**config.mk**
```make
export PLATFORM = sky130hd
export DESIGN_NAME = mxc_pulse_gen_flat
export DESIGN_NICKNAME = d
export VERILOG_FILES = /design/src/rtl/mxc_pulse_gen_if.sv /design/src/rtl/mxc_pulse_gen.sv /design/src/flat_wrapper.sv
export SDC_FILE = /design/constraint.sdc
export NUM_CORES = 1
export LEC_CHECK = 0
export ABC_CLOCK_PERIOD_IN_PS = 3600
export BUFFER_PORTS_ARGS = -buffer_cell sky130_fd_sc_hd__buf_2
export CAP_MARGIN = 20
export CORE_MARGIN = 3
export CORE_UTILIZATION = 60
export DETAILED_ROUTE_END_ITERATION = 12
export PLACE_DENSITY = 0.85
export REMOVE_ABC_BUFFERS = 1
export SLEW_MARGIN = 20
export SYNTH_ARGS = -nofsm -noshare
export SYNTH_HDL_FRONTEND = slang
export SYNTH_SLANG_ARGS = --single-unit
```
**constraint.sdc**
```tcl
create_clock -name clk -period 3.6 [get_ports clk]
set_input_delay 0.36 -clock clk [delete_from_list [all_inputs] [get_ports clk]]
set_output_delay 0.36 -clock clk [all_outputs]
set_load 0.02 [all_outputs]
```
**src/rtl/mxc_pulse_gen_if.sv**
```systemverilog
// Signal bundle between a pulse-generator client and mxc_pulse_gen.
// The master side drives the control inputs and the divider output.
// The slave side (the pulse generator) drives the pulse, strobe and status.
interface mxc_pulse_gen_if #(
  parameter int CNT_W = 16
) ();

  logic             en;
  logic             clr;
  logic             div_in;
  logic [7:0]       delay;
  logic [7:0]       width;
  logic             invert;
  logic             pulse_out;
  logic             trig_out;
  logic             busy;
  logic             overrun;
  logic [CNT_W-1:0] edge_cnt;

  modport master (
    output en,
    output clr,
    output div_in,
    output delay,
    output width,
    output invert,
    input  pulse_out,
    input  trig_out,
    input  busy,
    input  overrun,
    input  edge_cnt
  );

  modport slave (
    input  en,
    input  clr,
    input  div_in,
    input  delay,
    input  width,
    input  invert,
    output pulse_out,
    output trig_out,
    output busy,
    output overrun,
    output edge_cnt
  );

endinterface

```
**src/rtl/mxc_pulse_gen.sv**
```systemverilog
// Pulse generator fed by a multiplexed-counter frequency divider.
// Each accepted rising edge of div_in launches a delayed, fixed-width pulse
// and a one-cycle trigger strobe; edges are counted and edges that arrive
// while a pulse is still pending raise a sticky overrun flag.
module mxc_pulse_gen #(
  parameter int CNT_W = 16
) (
  input logic           clk,
  input logic           rst,
  mxc_pulse_gen_if.slave bus
);

  typedef enum logic [1:0] {
    IDLE   = 2'd0,
    DELAY  = 2'd1,
    ACTIVE = 2'd2
  } state_t;

  state_t           state;
  state_t           state_nxt;
  logic [7:0]       cnt;
  logic [7:0]       cnt_nxt;
  logic [7:0]       w_r;
  logic [7:0]       w_nxt;

  logic             s1;
  logic             s2;
  logic             s3;
  logic             rise;
  logic             counted;
  logic             can_accept;
  logic             accept;
  logic             ovr_ev;

  logic             acc_r;
  logic             trig_q;
  logic             pulse_q;
  logic             ovr_q;
  logic [CNT_W-1:0] edge_q;

  // Bring div_in into the clk domain; s1 is the metastability catcher, s2/s3 form the edge detector
  always_ff @(posedge clk) begin
    if (rst) begin
      s1 <= 1'b0;
      s2 <= 1'b0;
      s3 <= 1'b0;
    end else begin
      s1 <= bus.div_in;
      s2 <= s1;
      s3 <= s2;
    end
  end

  assign rise       = s2 & ~s3;
  assign counted    = bus.en & rise;
  assign can_accept = (state == IDLE) | ((state == ACTIVE) & (cnt == 8'd0));
  assign accept     = counted & can_accept;
  assign ovr_ev     = counted & ~can_accept;

  // State, shared down-counter and latched width register
  always_ff @(posedge clk) begin
    if (rst) begin
      state <= IDLE;
      cnt   <= 8'd0;
      w_r   <= 8'd0;
    end else begin
      state <= state_nxt;
      cnt   <= cnt_nxt;
      w_r   <= w_nxt;
    end
  end

  // Next-state logic: delay only seeds the counter, so only width needs holding until ACTIVE
  always_comb begin
    state_nxt = state;
    cnt_nxt   = cnt;
    w_nxt     = w_r;
    if (!bus.en) begin
      state_nxt = IDLE;
      cnt_nxt   = 8'd0;
    end else if (accept) begin
      w_nxt = bus.width;
      if (bus.width == 8'd0) begin
        state_nxt = IDLE;
        cnt_nxt   = 8'd0;
      end else if (bus.delay == 8'd0) begin
        state_nxt = ACTIVE;
        cnt_nxt   = bus.width - 8'd1;
      end else begin
        state_nxt = DELAY;
        cnt_nxt   = bus.delay - 8'd1;
      end
    end else begin
      case (state)
        DELAY: begin
          if (cnt != 8'd0) begin
            cnt_nxt = cnt - 8'd1;
          end else begin
            state_nxt = ACTIVE;
            cnt_nxt   = w_r - 8'd1;
          end
        end
        ACTIVE: begin
          if (cnt != 8'd0) begin
            cnt_nxt = cnt - 8'd1;
          end else begin
            state_nxt = IDLE;
          end
        end
        default: begin
          state_nxt = IDLE;
          cnt_nxt   = 8'd0;
        end
      endcase
    end
  end

  // Output registers: the strobe trails acceptance by two edges so it lines up with a zero-delay pulse
  always_ff @(posedge clk) begin
    if (rst) begin
      acc_r   <= 1'b0;
      trig_q  <= 1'b0;
      pulse_q <= 1'b0;
    end else begin
      acc_r   <= accept;
      trig_q  <= acc_r & bus.en;
      pulse_q <= (state == ACTIVE) ^ bus.invert;
    end
  end

  // Edge counter and sticky overrun; a coincident event wins over clear
  always_ff @(posedge clk) begin
    if (rst) begin
      edge_q <= '0;
      ovr_q  <= 1'b0;
    end else if (bus.clr) begin
      edge_q <= counted ? CNT_W'(1) : '0;
      ovr_q  <= ovr_ev;
    end else begin
      if (counted) begin
        edge_q <= edge_q + CNT_W'(1);
      end
      if (ovr_ev) begin
        ovr_q <= 1'b1;
      end
    end
  end

  assign bus.pulse_out = pulse_q;
  assign bus.trig_out  = trig_q;
  assign bus.busy      = (state != IDLE);
  assign bus.overrun   = ovr_q;
  assign bus.edge_cnt  = edge_q;

endmodule

```
**src/flat_wrapper.sv**
```systemverilog
// flat-port wrapper written by rule: the top's interface ports become plain ports
module mxc_pulse_gen_flat 
#(
  parameter int CNT_W = 16
)
  (clk, rst, bus_en, bus_clr, bus_div_in, bus_delay, bus_width, bus_invert, bus_pulse_out, bus_trig_out, bus_busy, bus_overrun, bus_edge_cnt);
  mxc_pulse_gen_if #(.CNT_W(CNT_W)) bus_i ();
  input logic clk;
  input logic rst;
  input wire logic [$bits(bus_i.en)-1:0] bus_en;
  input wire logic [$bits(bus_i.clr)-1:0] bus_clr;
  input wire logic [$bits(bus_i.div_in)-1:0] bus_div_in;
  input wire logic [$bits(bus_i.delay)-1:0] bus_delay;
  input wire logic [$bits(bus_i.width)-1:0] bus_width;
  input wire logic [$bits(bus_i.invert)-1:0] bus_invert;
  output wire logic [$bits(bus_i.pulse_out)-1:0] bus_pulse_out;
  output wire logic [$bits(bus_i.trig_out)-1:0] bus_trig_out;
  output wire logic [$bits(bus_i.busy)-1:0] bus_busy;
  output wire logic [$bits(bus_i.overrun)-1:0] bus_overrun;
  output wire logic [$bits(bus_i.edge_cnt)-1:0] bus_edge_cnt;
  assign bus_i.en = bus_en;
  assign bus_i.clr = bus_clr;
  assign bus_i.div_in = bus_div_in;
  assign bus_i.delay = bus_delay;
  assign bus_i.width = bus_width;
  assign bus_i.invert = bus_invert;
  assign bus_pulse_out = bus_i.pulse_out;
  assign bus_trig_out = bus_i.trig_out;
  assign bus_busy = bus_i.busy;
  assign bus_overrun = bus_i.overrun;
  assign bus_edge_cnt = bus_i.edge_cnt;
  mxc_pulse_gen #(.CNT_W(CNT_W)) u_core (.clk(clk), .rst(rst), .bus(bus_i));
endmodule
```
==> impl_results.md <==
* Worst VDD drop at 0.0003281 V
* All-Layer GR Usage at 0.2582
* Post-Synth XOR/XNOR Area at 0.09444
* Routed Antenna Nets at 0
* Global-route wire length before repair at about 9 mm
* Via/cell ratio at 6.104
* DIE AREA at 0.004646 sq mm
* Drt first pass iters at 6
* Longest Clk Path Bufs at 2
* FILL cells at 292
* Hold path cells at 2
* Core Region at 0.003521 sq mm
* Cell taking the most area after synthesis: dfxtp_1
* N_diodes at 0
* Status: finished, final reports clean
* FMAX at between 400 and 500 MHz
* Synth top area cells: dfxtp_1 35%, nand2_1 5.5%, nor2_1 5.0%
* Final Hold Fails at 0
* Required time of the critical path at around 3.8 ns
* H-tree depth at 2
* Worst Tran Pin Value at 0.8171 ns
* Clock transition at path regs at 0.08 ns
* Most frequent cells in the layout: 41 x buf_2, 41 x dfxtp_1, 34 x nand2_1, 31 x nor2_1, 21 x a21oi_1
* Largest family of logic cells by synthesized area: simple AND/OR/NAND/NOR gates
* Post-Synthesis Cells at 287
* Area share of fa/ha/maj cells after synthesis at 0.03778
* EDFF count, synth at 0
* Layout area overhead at 14.30%
* Area of the multi-input gates at between 0.001 and 0.0015 sq mm
* M3 GR Usage at 0.04269
* Design area at about 0.0027 sq mm
* Cell Chain, Critical Path: inv_1 > ha_1 > nor3b_1 > a31oi_1 > nor2_1 > o32ai_1 > and2_1
* Leakage power at 1.088 nW
* Ys Warns at 0
* Worst setup path class: reg2reg
* GRT busiest layer: met2
* Synth async-reset ratio at 0
* Grt ovf at 0
* HP Class: in2reg
* CP max stage delay at between 0.5 and 0.6 ns
* FF/Latch Area at 820.8 sq um
* Clk Latency, worst-skew pair at ~0.29 ns
* DRC Markers at 0
* Nets at 357
* Root buffer cell: clkbuf_8
* Pins Over Slew Limit at 0
* Hold worst-path end: u_core.s1$_SDFF_PP0_
* R2r startpoint: u_core.cnt[0]$_SDFFE_PP0P_
* Clock Sinks at 41
* Die span in x at 68.16 um
* Rel. slew slack at 0.4503
* CTS tree: built
* Worst Path Max Fanout at 12
* Final setup viols at 0
* Arrival @ worst endpoint at 2.61 ns
* Initial core utilization at 0.6585
* Distinct cells, synth at 53
* Port Buffers at 41
* Unrepaired setup endpoints after global routing: false
* Cell Area, Placed at 0.002554 sq mm
* Synth top area share at 0.3540
* Reg2reg setup slack at 1.17 ns
* 1st-iter DRT viols at about 220
* Synth Area in Compound Gates at 0.1991
* Mux cell area share after synthesis at 0
* Mapped Area at 0.002318 sq mm
* Main synth FF type: dfxtp_1
* Resize count post-CTS at 0
* Final period util at 0.6745
* Total power at 0.0008592 W
* GR Util met2 at 0.3959
* Via count at 2289
* GR Layer Usage met1 at 0.3680
* RePlAce Congestion at 0.9938
* Syn Area/Cell at 8.078 sq um
* Ratio of cells with drive above 1 in the final layout at 0.1733
* Max-Cap Viols at 0
* WL/cell at 15.03 um
* Synthesized flop and latch total at 41
* Initial antenna violation count at 0
* Io pins at 42
* Simple logic cell fraction of the synthesized area at 0.2817
* Vias in the first global route at between 1500 and 2000
* Pwr/cell area at 324.2 mW/mm^2
* Worst path slowest cell: nor2_1
* Crit path time final at 2.428 ns
* Worst setup SP type: flip-flop
* Post CTS Setup Buffer Count at 0
* Rows at 21
* Buf/Inv on CP at 1
* Reg2Reg Capture Point: u_core.state[0]$_SDFFE_PP0P_
* Detailed Route WL at 5.637 mm
* R2R depth at 7
* TritonCTS Buffers at 5
* Critical Path End Type: flip-flop
* CP top delay family: simple AND/OR/NAND/NOR gates
* Post-DP HPWL at ~4.3 mm
* Largest net degree at the start of global routing at 18
* Setup TNS at 0 ns
* Clock skew at 0.008520 ns
* Hold wc startpoint: bus_div_in
* Hold Buf Count CTS at 0
* Height of the die at slightly below 70 um
* Sequential element share of the synthesized area at 0.3540
kinds of logic (layout without fill, tap and decap cells):
| family | count (synthesis) | in the layout |
|---|---|---|
| AOI/OAI and AO/OA | 67 | 67 |
| buffers and inverters | 20 | 62 |
| adders and majority gates | 7 | 7 |
| and+or+nand+nor | 127 | 127 |
| DFF | 41 | 41 |
| xor gates and xnor gates | 25 | 25 |
metal layers:
layer  vias to the layer above  wire length (um)
met5                         -                 0
met4                         0                66
met3                        10               461
met2                       117              2429
met1                      1039              2679
li1                       1123                 -
registers in the layout (all words and copies together), names as in the netlist:
| signal | flops |
|---|---|
| u_core.bus.pulse_out | 1 |
| u_core.state | 2 |
| u_core.bus.overrun | 1 |
| u_core.s1 | 1 |
| u_core.acc_r | 1 |
| u_core.cnt | 8 |
| u_core.s3 | 1 |
| u_core.w_r | 8 |
| u_core.s2 | 1 |
| u_core.bus.edge_cnt | 16 |
| u_core.bus.trig_out | 1 |
layout make-up:
class,count,area share
Inverter,13,0.01841
Clock inverter,2,0.005194
Sequential cell,41,0.3097
Timing Repair Buffer,41,0.07743
Multi-Input combinational cell,226,0.5364
Clock buffer,6,0.03116
Tap cell,46,0.02172
worst max path at each step:
stage / cells after the start / start / slack, ns / end
2_1_floorplan: 9 / bus_delay[3] / 1.31 / u_core.cnt[6]$_SDFFE_PP0P_
3_3_place_gp: 10 / bus_delay[3] / 1.04 / u_core.cnt[6]$_SDFFE_PP0P_
3_5_place_dp: 10 / bus_delay[3] / 0.90 / u_core.cnt[6]$_SDFFE_PP0P_
4_1_cts: 7 / u_core.cnt[0]$_SDFFE_PP0P_ / 1.20 / u_core.state[0]$_SDFFE_PP0P_
5_1_grt: 7 / u_core.cnt[0]$_SDFFE_PP0P_ / 0.97 / u_core.state[0]$_SDFFE_PP0P_
6_report: 7 / u_core.cnt[0]$_SDFFE_PP0P_ / 1.17 / u_core.state[0]$_SDFFE_PP0P_
Yosys cell counts (3+ instances only):
master	instances
nor3b_1	3
nand3_1	8
nand4_1	5
or3_1	5
a21oi_1	21
and3_1	6
xor2_1	12
ha_1	7
a211oi_1	3
xnor2_1	13
inv_1	13
nand2_1	34
nor2_1	31
nor2b_1	5
or4_1	3
nor3_1	9
a31oi_1	6
clkbuf_1	6
dfxtp_1	41
and2_1	3
o21ai_0	9
nor4_1	4
o21bai_1	3
report_power, final:
part           leakage, nW  switching, W  internal (W)
Clock               0.0512      0.000155      0.000155
Combinational        0.705     0.0000527     0.0000339
Sequential           0.331    0.00000459      0.000458
Total                 1.09      0.000212      0.000647
stage by stage:
| step | util | std cells | worst slack (ns) | hold slack, ns |
|---|---|---|---|---|
| floorplan | - | 280 | 1.310 | 0.4057 |
| global placement | 0.7253 | 367 | 1.040 | 0.4109 |
| detailed placement | 0.7253 | 367 | 0.9030 | 0.4195 |
| CTS | 0.7527 | 375 | 1.201 | 0.2908 |
| global route | 0.7527 | 375 | 0.9702 | 0.3147 |
| finish | 0.7527 | 375 | 1.172 | 0.2921 |
(Power assumes the default switching activity.)
